**config.mk**
```make
export PLATFORM = sky130hd
export DESIGN_NAME = if_fetch_flat
export DESIGN_NICKNAME = d
export VERILOG_FILES = /design/src/rtl/if_fetch_if.sv /design/src/rtl/if_fetch.sv /design/src/flat_wrapper.sv
export SDC_FILE = /design/constraint.sdc
export NUM_CORES = 1
export LEC_CHECK = 0
export BUFFER_PORTS_ARGS = -buffer_cell sky130_fd_sc_hd__buf_2
export CAP_MARGIN = 5
export CORE_MARGIN = 2
export CORE_UTILIZATION = 50
export CTS_BUF_LIST = sky130_fd_sc_hd__clkbuf_4 sky130_fd_sc_hd__clkbuf_8 sky130_fd_sc_hd__clkbuf_16
export DETAILED_ROUTE_END_ITERATION = 6
export HOLD_SLACK_MARGIN = 0.12
export PLACE_DENSITY_LB_ADDON = 0.05
export SLEW_MARGIN = 10
export SYNTH_ARGS = -nofsm -noshare
export SYNTH_HDL_FRONTEND = slang
export SYNTH_SLANG_ARGS = --single-unit
```
**constraint.sdc**
```tcl
create_clock -name clk -period 2.45 [get_ports clk]
set_clock_uncertainty 0.05 [all_clocks]
set_input_delay 0.1225 -clock clk [delete_from_list [all_inputs] [get_ports clk]]
set_output_delay 0.1225 -clock clk [all_outputs]
set_load 0.1 [all_outputs]
```
**src/rtl/if_fetch_if.sv**
```systemverilog
// ---------------------------------------------------------------------------
// if_fetch_if -- signal bundle between the instruction fetch stage, the
// instruction memory and the decode stage.
//
//   inst_ce / inst_addr / inst_data : instruction memory port (combinational read)
//   br_valid / br_target            : branch/jump redirect request from decode
//   flush / flush_pc                : exception / ERET restart request
//   id_ready                        : decode consumes the IF/ID register
//   id_valid / id_pc / id_inst /
//   id_adel                         : IF/ID register contents
//
// Modports:
//   master : the fetch stage (drives memory request and IF/ID register)
//   slave  : the environment (memory, decode, exception unit)
// ---------------------------------------------------------------------------
interface if_fetch_if;
  logic        inst_ce;
  logic [31:0] inst_addr;
  logic [31:0] inst_data;
  logic        br_valid;
  logic [31:0] br_target;
  logic        flush;
  logic [31:0] flush_pc;
  logic        id_ready;
  logic        id_valid;
  logic [31:0] id_pc;
  logic [31:0] id_inst;
  logic        id_adel;

  modport master (
    output inst_ce, inst_addr, id_valid, id_pc, id_inst, id_adel,
    input  inst_data, br_valid, br_target, flush, flush_pc, id_ready
  );

  modport slave (
    input  inst_ce, inst_addr, id_valid, id_pc, id_inst, id_adel,
    output inst_data, br_valid, br_target, flush, flush_pc, id_ready
  );
endinterface

```
**src/rtl/if_fetch.sv**
```systemverilog
// ---------------------------------------------------------------------------
// if_fetch -- instruction fetch stage with one-cycle fetch-to-IF/ID latency,
// a branch delay slot, a pending-redirect register for branches that arrive
// during a decode stall, and a top-priority flush path.
//
// Parameters:
//   RESET_PC : first fetch address after reset
// Ports:
//   clk  : clock, all state updates on the rising edge
//   rst  : synchronous active-high reset
//   bus  : if_fetch_if.master (memory port, redirect/flush inputs, IF/ID)
// ---------------------------------------------------------------------------
module if_fetch #(
  parameter logic [31:0] RESET_PC = 32'h0000_0000
) (
  input  logic clk,
  input  logic rst,
  if_fetch_if.master bus
);

  typedef enum logic [0:0] {
    BOOT = 1'b0,
    RUN  = 1'b1
  } state_t;

  state_t      state_r;
  state_t      state_next_s;

  logic [31:0] pc_r;
  logic [31:0] pc_next_s;
  logic        id_valid_r;
  logic        id_valid_next_s;
  logic [31:0] id_pc_r;
  logic [31:0] id_pc_next_s;
  logic [31:0] id_inst_r;
  logic [31:0] id_inst_next_s;
  logic        id_adel_r;
  logic        id_adel_next_s;
  logic        pend_valid_r;
  logic        pend_valid_next_s;
  logic [31:0] pend_target_r;
  logic [31:0] pend_target_next_s;

  logic        aligned_s;
  logic        adv_s;

  assign aligned_s = (pc_r[1:0] == 2'b00);
  assign adv_s     = (state_r == RUN) && (!id_valid_r || bus.id_ready);

  // Memory request and IF/ID outputs come straight from registers.
  assign bus.inst_ce   = (state_r == RUN) && aligned_s;
  assign bus.inst_addr = pc_r;
  assign bus.id_valid  = id_valid_r;
  assign bus.id_pc     = id_pc_r;
  assign bus.id_inst   = id_inst_r;
  assign bus.id_adel   = id_adel_r;

  // Next-state and datapath decisions; every register holds unless updated.
  always_comb begin
    state_next_s       = state_r;
    pc_next_s          = pc_r;
    id_valid_next_s    = id_valid_r;
    id_pc_next_s       = id_pc_r;
    id_inst_next_s     = id_inst_r;
    id_adel_next_s     = id_adel_r;
    pend_valid_next_s  = pend_valid_r;
    pend_target_next_s = pend_target_r;

    if (bus.flush) begin
      // Flush beats everything: restart, drop the live entry and any redirect.
      state_next_s      = RUN;
      pc_next_s         = bus.flush_pc;
      id_valid_next_s   = 1'b0;
      pend_valid_next_s = 1'b0;
    end else begin
      case (state_r)
        BOOT:    state_next_s = RUN;
        RUN:     state_next_s = RUN;
        default: state_next_s = BOOT;
      endcase

      if (adv_s) begin
        id_valid_next_s = 1'b1;
        id_pc_next_s    = pc_r;
        id_inst_next_s  = aligned_s ? bus.inst_data : 32'h0000_0000;
        id_adel_next_s  = !aligned_s;
        // Wraps naturally modulo 2^32.
        pc_next_s       = pend_valid_r ? pend_target_r : (pc_r + 32'd4);
      end else begin
        // Only BOOT can see a consumed entry without advancing.
        id_valid_next_s = ((state_r == BOOT) && bus.id_ready) ? 1'b0 : id_valid_r;
      end

      // A redirect is always parked in the pending register first, so the
      // word fetched in the following cycle (the delay slot) is delivered
      // normally and the target is fetched on the advance after that. A newer
      // request overwrites an older one that has not yet been consumed.
      if (bus.br_valid) begin
        pend_valid_next_s  = 1'b1;
        pend_target_next_s = bus.br_target;
      end else begin
        pend_valid_next_s  = adv_s ? 1'b0 : pend_valid_r;
      end
    end
  end

  // FSM state register.
  always_ff @(posedge clk) begin
    if (rst) begin
      state_r <= BOOT;
    end else begin
      state_r <= state_next_s;
    end
  end

  // PC, IF/ID and pending-redirect registers.
  always_ff @(posedge clk) begin
    if (rst) begin
      pc_r          <= RESET_PC;
      id_valid_r    <= 1'b0;
      id_pc_r       <= 32'h0000_0000;
      id_inst_r     <= 32'h0000_0000;
      id_adel_r     <= 1'b0;
      pend_valid_r  <= 1'b0;
      pend_target_r <= 32'h0000_0000;
    end else begin
      pc_r          <= pc_next_s;
      id_valid_r    <= id_valid_next_s;
      id_pc_r       <= id_pc_next_s;
      id_inst_r     <= id_inst_next_s;
      id_adel_r     <= id_adel_next_s;
      pend_valid_r  <= pend_valid_next_s;
      pend_target_r <= pend_target_next_s;
    end
  end

endmodule

```
**src/flat_wrapper.sv**
```systemverilog
// flat-port wrapper written by rule: the top's interface ports become plain ports
module if_fetch_flat 
#(
  parameter logic [31:0] RESET_PC = 32'h0000_0000
)
  (clk, rst, bus_inst_ce, bus_inst_addr, bus_id_valid, bus_id_pc, bus_id_inst, bus_id_adel, bus_inst_data, bus_br_valid, bus_br_target, bus_flush, bus_flush_pc, bus_id_ready);
  if_fetch_if bus_i ();
  input  logic clk;
  input  logic rst;
  output wire logic [$bits(bus_i.inst_ce)-1:0] bus_inst_ce;
  output wire logic [$bits(bus_i.inst_addr)-1:0] bus_inst_addr;
  output wire logic [$bits(bus_i.id_valid)-1:0] bus_id_valid;
  output wire logic [$bits(bus_i.id_pc)-1:0] bus_id_pc;
  output wire logic [$bits(bus_i.id_inst)-1:0] bus_id_inst;
  output wire logic [$bits(bus_i.id_adel)-1:0] bus_id_adel;
  input wire logic [$bits(bus_i.inst_data)-1:0] bus_inst_data;
  input wire logic [$bits(bus_i.br_valid)-1:0] bus_br_valid;
  input wire logic [$bits(bus_i.br_target)-1:0] bus_br_target;
  input wire logic [$bits(bus_i.flush)-1:0] bus_flush;
  input wire logic [$bits(bus_i.flush_pc)-1:0] bus_flush_pc;
  input wire logic [$bits(bus_i.id_ready)-1:0] bus_id_ready;
  assign bus_inst_ce = bus_i.inst_ce;
  assign bus_inst_addr = bus_i.inst_addr;
  assign bus_id_valid = bus_i.id_valid;
  assign bus_id_pc = bus_i.id_pc;
  assign bus_id_inst = bus_i.id_inst;
  assign bus_id_adel = bus_i.id_adel;
  assign bus_i.inst_data = bus_inst_data;
  assign bus_i.br_valid = bus_br_valid;
  assign bus_i.br_target = bus_br_target;
  assign bus_i.flush = bus_flush;
  assign bus_i.flush_pc = bus_flush_pc;
  assign bus_i.id_ready = bus_id_ready;
  if_fetch #(.RESET_PC(RESET_PC)) u_core (.clk(clk), .rst(rst), .bus(bus_i));
endmodule
```
== Word-level counts from Yosys, hierarchy flattened ==
Index checks and enable logic that the tools add are counted.
Storage, ports and cells
  register bits: 132
  latch bits: 0
  bits in writable memories: 0
  bits in read-only memories: 0
  bits of input ports: 101
  output and inout bits: 99
  word-level logic and storage cells: 33
  memories kept: 0
Cells by class
  add/sub/neg operators: 1
  multiply operators: 0
  div/mod/pow operators: 0
  $lt $le $gt $ge: 0
  eq/ne operators: 0
  shifts and indexed selects: 0
  mux-type cells: 9
  bitwise gates (word level): 2
  reduce and logical (&&, ||, !) cells: 13
Operator list (count)
  $mux W32: 4
  $add A32 B3 Y32 const B: 1
  $reduce_bool A2 Y1: 3
  $mux W1: 5
  $reduce_and A2 Y1: 2
  $logic_and A1 B1 Y1: 3
  $logic_not A1 Y1: 2
  $logic_not A2 Y1: 1
  $not A1 Y1: 2
  $reduce_or A2 Y1: 1
  $logic_or A1 B1 Y1: 1

== Longest topological paths before layout ==
  depth in word-level cells: 5
  gate-level depth with buffers: 7

== Worst setup path after synthesis ==
No wires, ideal clock.
  path type: flip-flop to output port
  from: reg u_core.pc_r[0] (netlist: u_core.bus.inst_addr[0])
  to: out bus_inst_ce
  data arrival time: 2.881 ns
  data required time: 2.277 ns
  path slack: -0.604 ns
  stages on the path, launching flop included: 2
  buffers on the path: 0
  cell sequence: dfxtp_1 -> nor3_1
On the way
  word-level cells in the longest chain between the ends: 2
Ends and longest elaborated chain
  from (decl): line if_fetch.sv:29  | logic [31:0] pc_r;
  from (signal assigned): line if_fetch.sv:127  | pc_r <= pc_next_s;
  $logic_not A2 Y1: line if_fetch.sv:47  | assign aligned_s = (pc_r[1:0] == 2'b00);
  $logic_and A1 B1 Y1: line if_fetch.sv:51  | assign bus.inst_ce = (state_r == RUN) && aligned_s;
  to (decl): line flat_wrapper.sv:10  | output wire logic [$bits(bus_i.inst_ce)-1:0] bus_inst_ce;
No other way between the ends.

== Worst setup path in the final report ==
  from: reg u_core.pend_valid_r
  to: reg u_core.pc_r[1] (netlist: u_core.bus.inst_addr[1])
On the way
  word-level cells in the longest chain between the ends: 3
Ends and longest elaborated chain
  from (decl): line if_fetch.sv:39  | logic pend_valid_r;
  from (signal assigned): line if_fetch.sv:132  | pend_valid_r <= pend_valid_next_s;
  $mux W32: line if_fetch.sv:88  | pc_next_s = pend_valid_r ? pend_target_r : (pc_r + 32'd4);
  $mux W32: line if_fetch.sv:82  | if (adv_s) begin
  $mux W32: line if_fetch.sv:69  | if (bus.flush) begin
No other way between the ends. The select of a mux whose other input is x is not followed.
A chain may end at the register's enable or synchronous reset.

==> summary.txt <==
Global routing
  • Wire length of the first global-routing pass: roughly 33000 µm
  • Pin count of the biggest net entering global routing: 36
  • Overall overflow remaining after global route: 0
  • All-Layer GR Usage: 32.1%
  • Number of antenna violations at the first check in global routing: 0
  • Vias in the first global route: 6447

Synth
  • Proportion of synthesized chip area in sequential cells: between 40% and 50%
  • Prevailing post-synth register cell: dfxtp_1
  • Count of warnings emitted by yosys: 0
  • Post-Synthesis Net Count: roughly 860
  • Synthesized area: between 5000 and 6000 µm²
  • Fraction of synthesis flops using an asynchronous set or reset pin: 0%
  • Post-synthesis sequential element count: 132
  • Post-synthesis cell type count: a little under 70
  • Commonest cells post-synth: nand2_1, dfxtp_1, a21oi_1
  • Number of flops mapped to enable cells by yosys: 0
  • Top post-synthesis cells by area: dfxtp_1, nand2_1, a21oi_1, a22oi_1, nor2_1
  • Post-synthesis instance total: between 700 and 800
  • Cell with the most instances after synthesis: nand2_1
  • Yosys top cell by area: dfxtp_1
  • Average cell area after synthesis: 7.94 µm²
  • Fraction of post-synthesis cell area in the top cell type by area: around 44%

Finish
  • Post-layout nets: 1145
  • Count of filler cells inserted in the layout: 872
  • Final design area excluding fillers: 8790 µm²
  • Share of final-layout standard cells stronger than drive strength 1: 27.8%
  • Area Overhead vs Synth: 47.1%

Critical path
  • Data arrival time of the critical path: about 2600 ps
  • Cell chain of the critical path: and3_1, mux2_1, mux2i_1, nor2_1, dlygate4sd3_1
  • Category of the most critical setup path: reg -> reg
  • Max FO, Critical Path: 12
  • CP required: 2710 ps
  • Stages on worst setup path: 5
  • Cell type of the slowest stage on the worst timing path: dlygate4sd3_1
  • Number of buffers and inverters on the critical path: 1
  • Number of cell instances on the worst register-to-register path: 5
  • Worst setup EP type: register
  • Kind of cell adding the most delay to the critical path: buffers and inverters
  • Startpoint types: register
  • Delay contributed by the slowest stage of the critical path: between 500 and 600 ps

Timing
  • Final count of negative-setup-slack endpoints: 0
  • Final worst path period need: 2340 ps
  • Worst Tran Pin Value: 509 ps
  • Aggregate negative setup slack: 0 ps
  • RSZ-0062 raised after global routing: false
  • Tightest slew margin relative to the limit: around 66%
  • Max Slew Vio Count: 0
  • F_max: 427 MHz
  • Worst hold slack after final layout: 169 ps
  • Hold Violations, Final: 0
  • Portion of the clock cycle consumed by the worst path in the final layout: a little over nine tenths

Pwr
  • LEAKAGE: around 3.8 nW
  • P per Cell Area: roughly 710 nW/µm²
  • Clk network pwr share: 41.8%
  • Total net switching power: roughly 2.1 mW
  • Worst vdd rail ir drop: between 0.4 and 0.5 mV
  • Register share of total power: around 38%
  • Switching share of power: about 33%
  • Int Pwr: approximately 4.2 mW
  • Part of the total power dissipated in combinational logic: approximately a fifth

Detailed routing
  • Drt wl/cell: approximately 17 µm
  • Drt drc: 0
  • Drt via density: approximately 5.5
  • Number of iterations in the first detailed-routing pass: 5
  • Number of nets still failing antenna checks after routing: 0
  • Sum of routed wire length over all layers: 20700 µm
  • DR iter-0 viols: roughly 690
  • DR vias: around 6600

Floorplan
  • Area of the die: between 10000 and 15000 µm²
  • Die span in y: about 110 µm
  • CORE AREA: 11600 µm²
  • Placement row count: 39
  • Initial core utilization: slightly above 50%
  • Die extent in x: roughly 110 µm
  • Top Ports: 200

Job
  • Maximum capacitance violations: 0

Clock network
  • Insertion delay of the later-clocked pin in the worst-skew pair: approximately 420 ps
  • Maximum level of the CTS H-tree: 4
  • Clock buffer depth: 2
  • Total setup buffers inserted after CTS: 0
  • Clock Sink Count: 132
  • Clock root buffer: clkbuf_16
  • Clock slew seen by the registers of the worst setup and hold paths: 60 ps
  • CTS Buf Count: 17
  • TritonCTS clock tree: yes

Run status
  • Status: finished clean

Min path
  • Hold Path Class: in -> reg
  • Hold Crit Depth: 3

Placed design
  • Area of placed instances: slightly above 7000 µm²
  • Final GP Congestion: roughly 0.9
  • Total of buffers placed on input and output ports: just under 200
  • Final HPWL DP: 13200 µm
## registers in the layout, indices dropped and copies added (netlist names)
| register | flops |
|---|---|
| u_core.pend_valid_r | 1 |
| u_core.bus.id_inst | 32 |
| u_core.bus.id_pc | 32 |
| u_core.pend_target_r | 32 |
| u_core.bus.id_valid | 1 |
| u_core.bus.id_adel | 1 |
| u_core.bus.inst_addr | 32 |
| u_core.state_r | 1 |
## routing by layer
metal / vias to the layer above / wire length, µm / global-route usage, %
met2: 297 / 9830 / 52.9
met5: - / 0 / 0
met4: 0 / 450 / 11.1
li1: 3197 / - / -
met3: 44 / 1460 / 5.46
met1: 3110 / 8920 / 42.9
## what timing repair did
action / in CTS / in global routing
endpoints found under the hold margin: 108 / 0
resized for setup: 0 / 3
hold buffers: 111 / 0
endpoints found under the setup margin: 0 / 1
## cells by family after synthesis
kind of cell	Yosys count	share of synthesized area, %
compound gates	188	20.8
xor+xnor	12	1.76
fa+ha+maj	1	0.209
buf+inv	86	6.80
flops	132	44.2
mux	8	1.38
simple gates	326	24.9
## power groups by stage
stage / Sequential (mW) / Clock, mW / Combinational, mW
6_report: 2.37 / 2.63 / 1.29
5_1_grt: 2.38 / 2.74 / 1.35
4_1_cts: 2.36 / 2.65 / 1.27
3_5_place_dp: 2.41 / 0 / 1.13
3_3_place_gp: 2.40 / 0 / 1.12
2_1_floorplan: 2.89 / 0 / 0.366
## per-stage QoR
| step | cells | power [mW] | setup slack, ps | utilization [%] |
|---|---|---|---|---|
| finish | 1200 | 6.28 | 109 | 76.0 |
| global route | 1199 | 6.47 | 6.78 | 76.0 |
| CTS | 1199 | 6.27 | 62.9 | 76.0 |
| detailed placement | 1056 | 3.53 | 378 | 61.1 |
| global placement | 1056 | 3.52 | 409 | 61.1 |
| floorplan | 753 | 3.26 | 3.31 | - |
## placed cells by master, fill, tap and decap left out, types with 14 or more instances in the layout
cell type	count
dfxtp_1	118
inv_1	20
dlygate4sd3_1	111
nand3_1	16
buf_4	25
a21oi_1	82
clkbuf_16	17
nor2_1	61
nand2_1	175
a22oi_1	32
a221oi_1	14
buf_2	198
dfxtp_2	14
## worst min-delay path: stages
cell,delay [ps]
buf_2,80
nand2b_1,260
a21boi_0,130
## cell type report
class / instances / area, µm² / share of cell area, %
inverters: 22 / 82.6 / 0.939
clock inverters: 14 / 166 / 1.89
flip-flops and latches: 132 / 2660 / 30.3
well taps: 143 / 179 / 2.03
diodes: 1 / 2.50 / 0.0285
repair buffers: 335 / 2310 / 26.3
clock buffers: 18 / 439 / 4.99
multi-input cells: 535 / 2950 / 33.6
## worst paths after layout
check	startpoint	end	slack, ps
max	u_core.pend_valid_r	u_core.bus.inst_addr[1]	110
max reg2reg	u_core.pend_valid_r	u_core.bus.inst_addr[1]	110
min	bus_id_ready	u_core.bus.id_valid	170
min reg2reg	u_core.bus.id_pc[0]	u_core.bus.id_pc[0]	400
(Power assumes the default switching activity.)
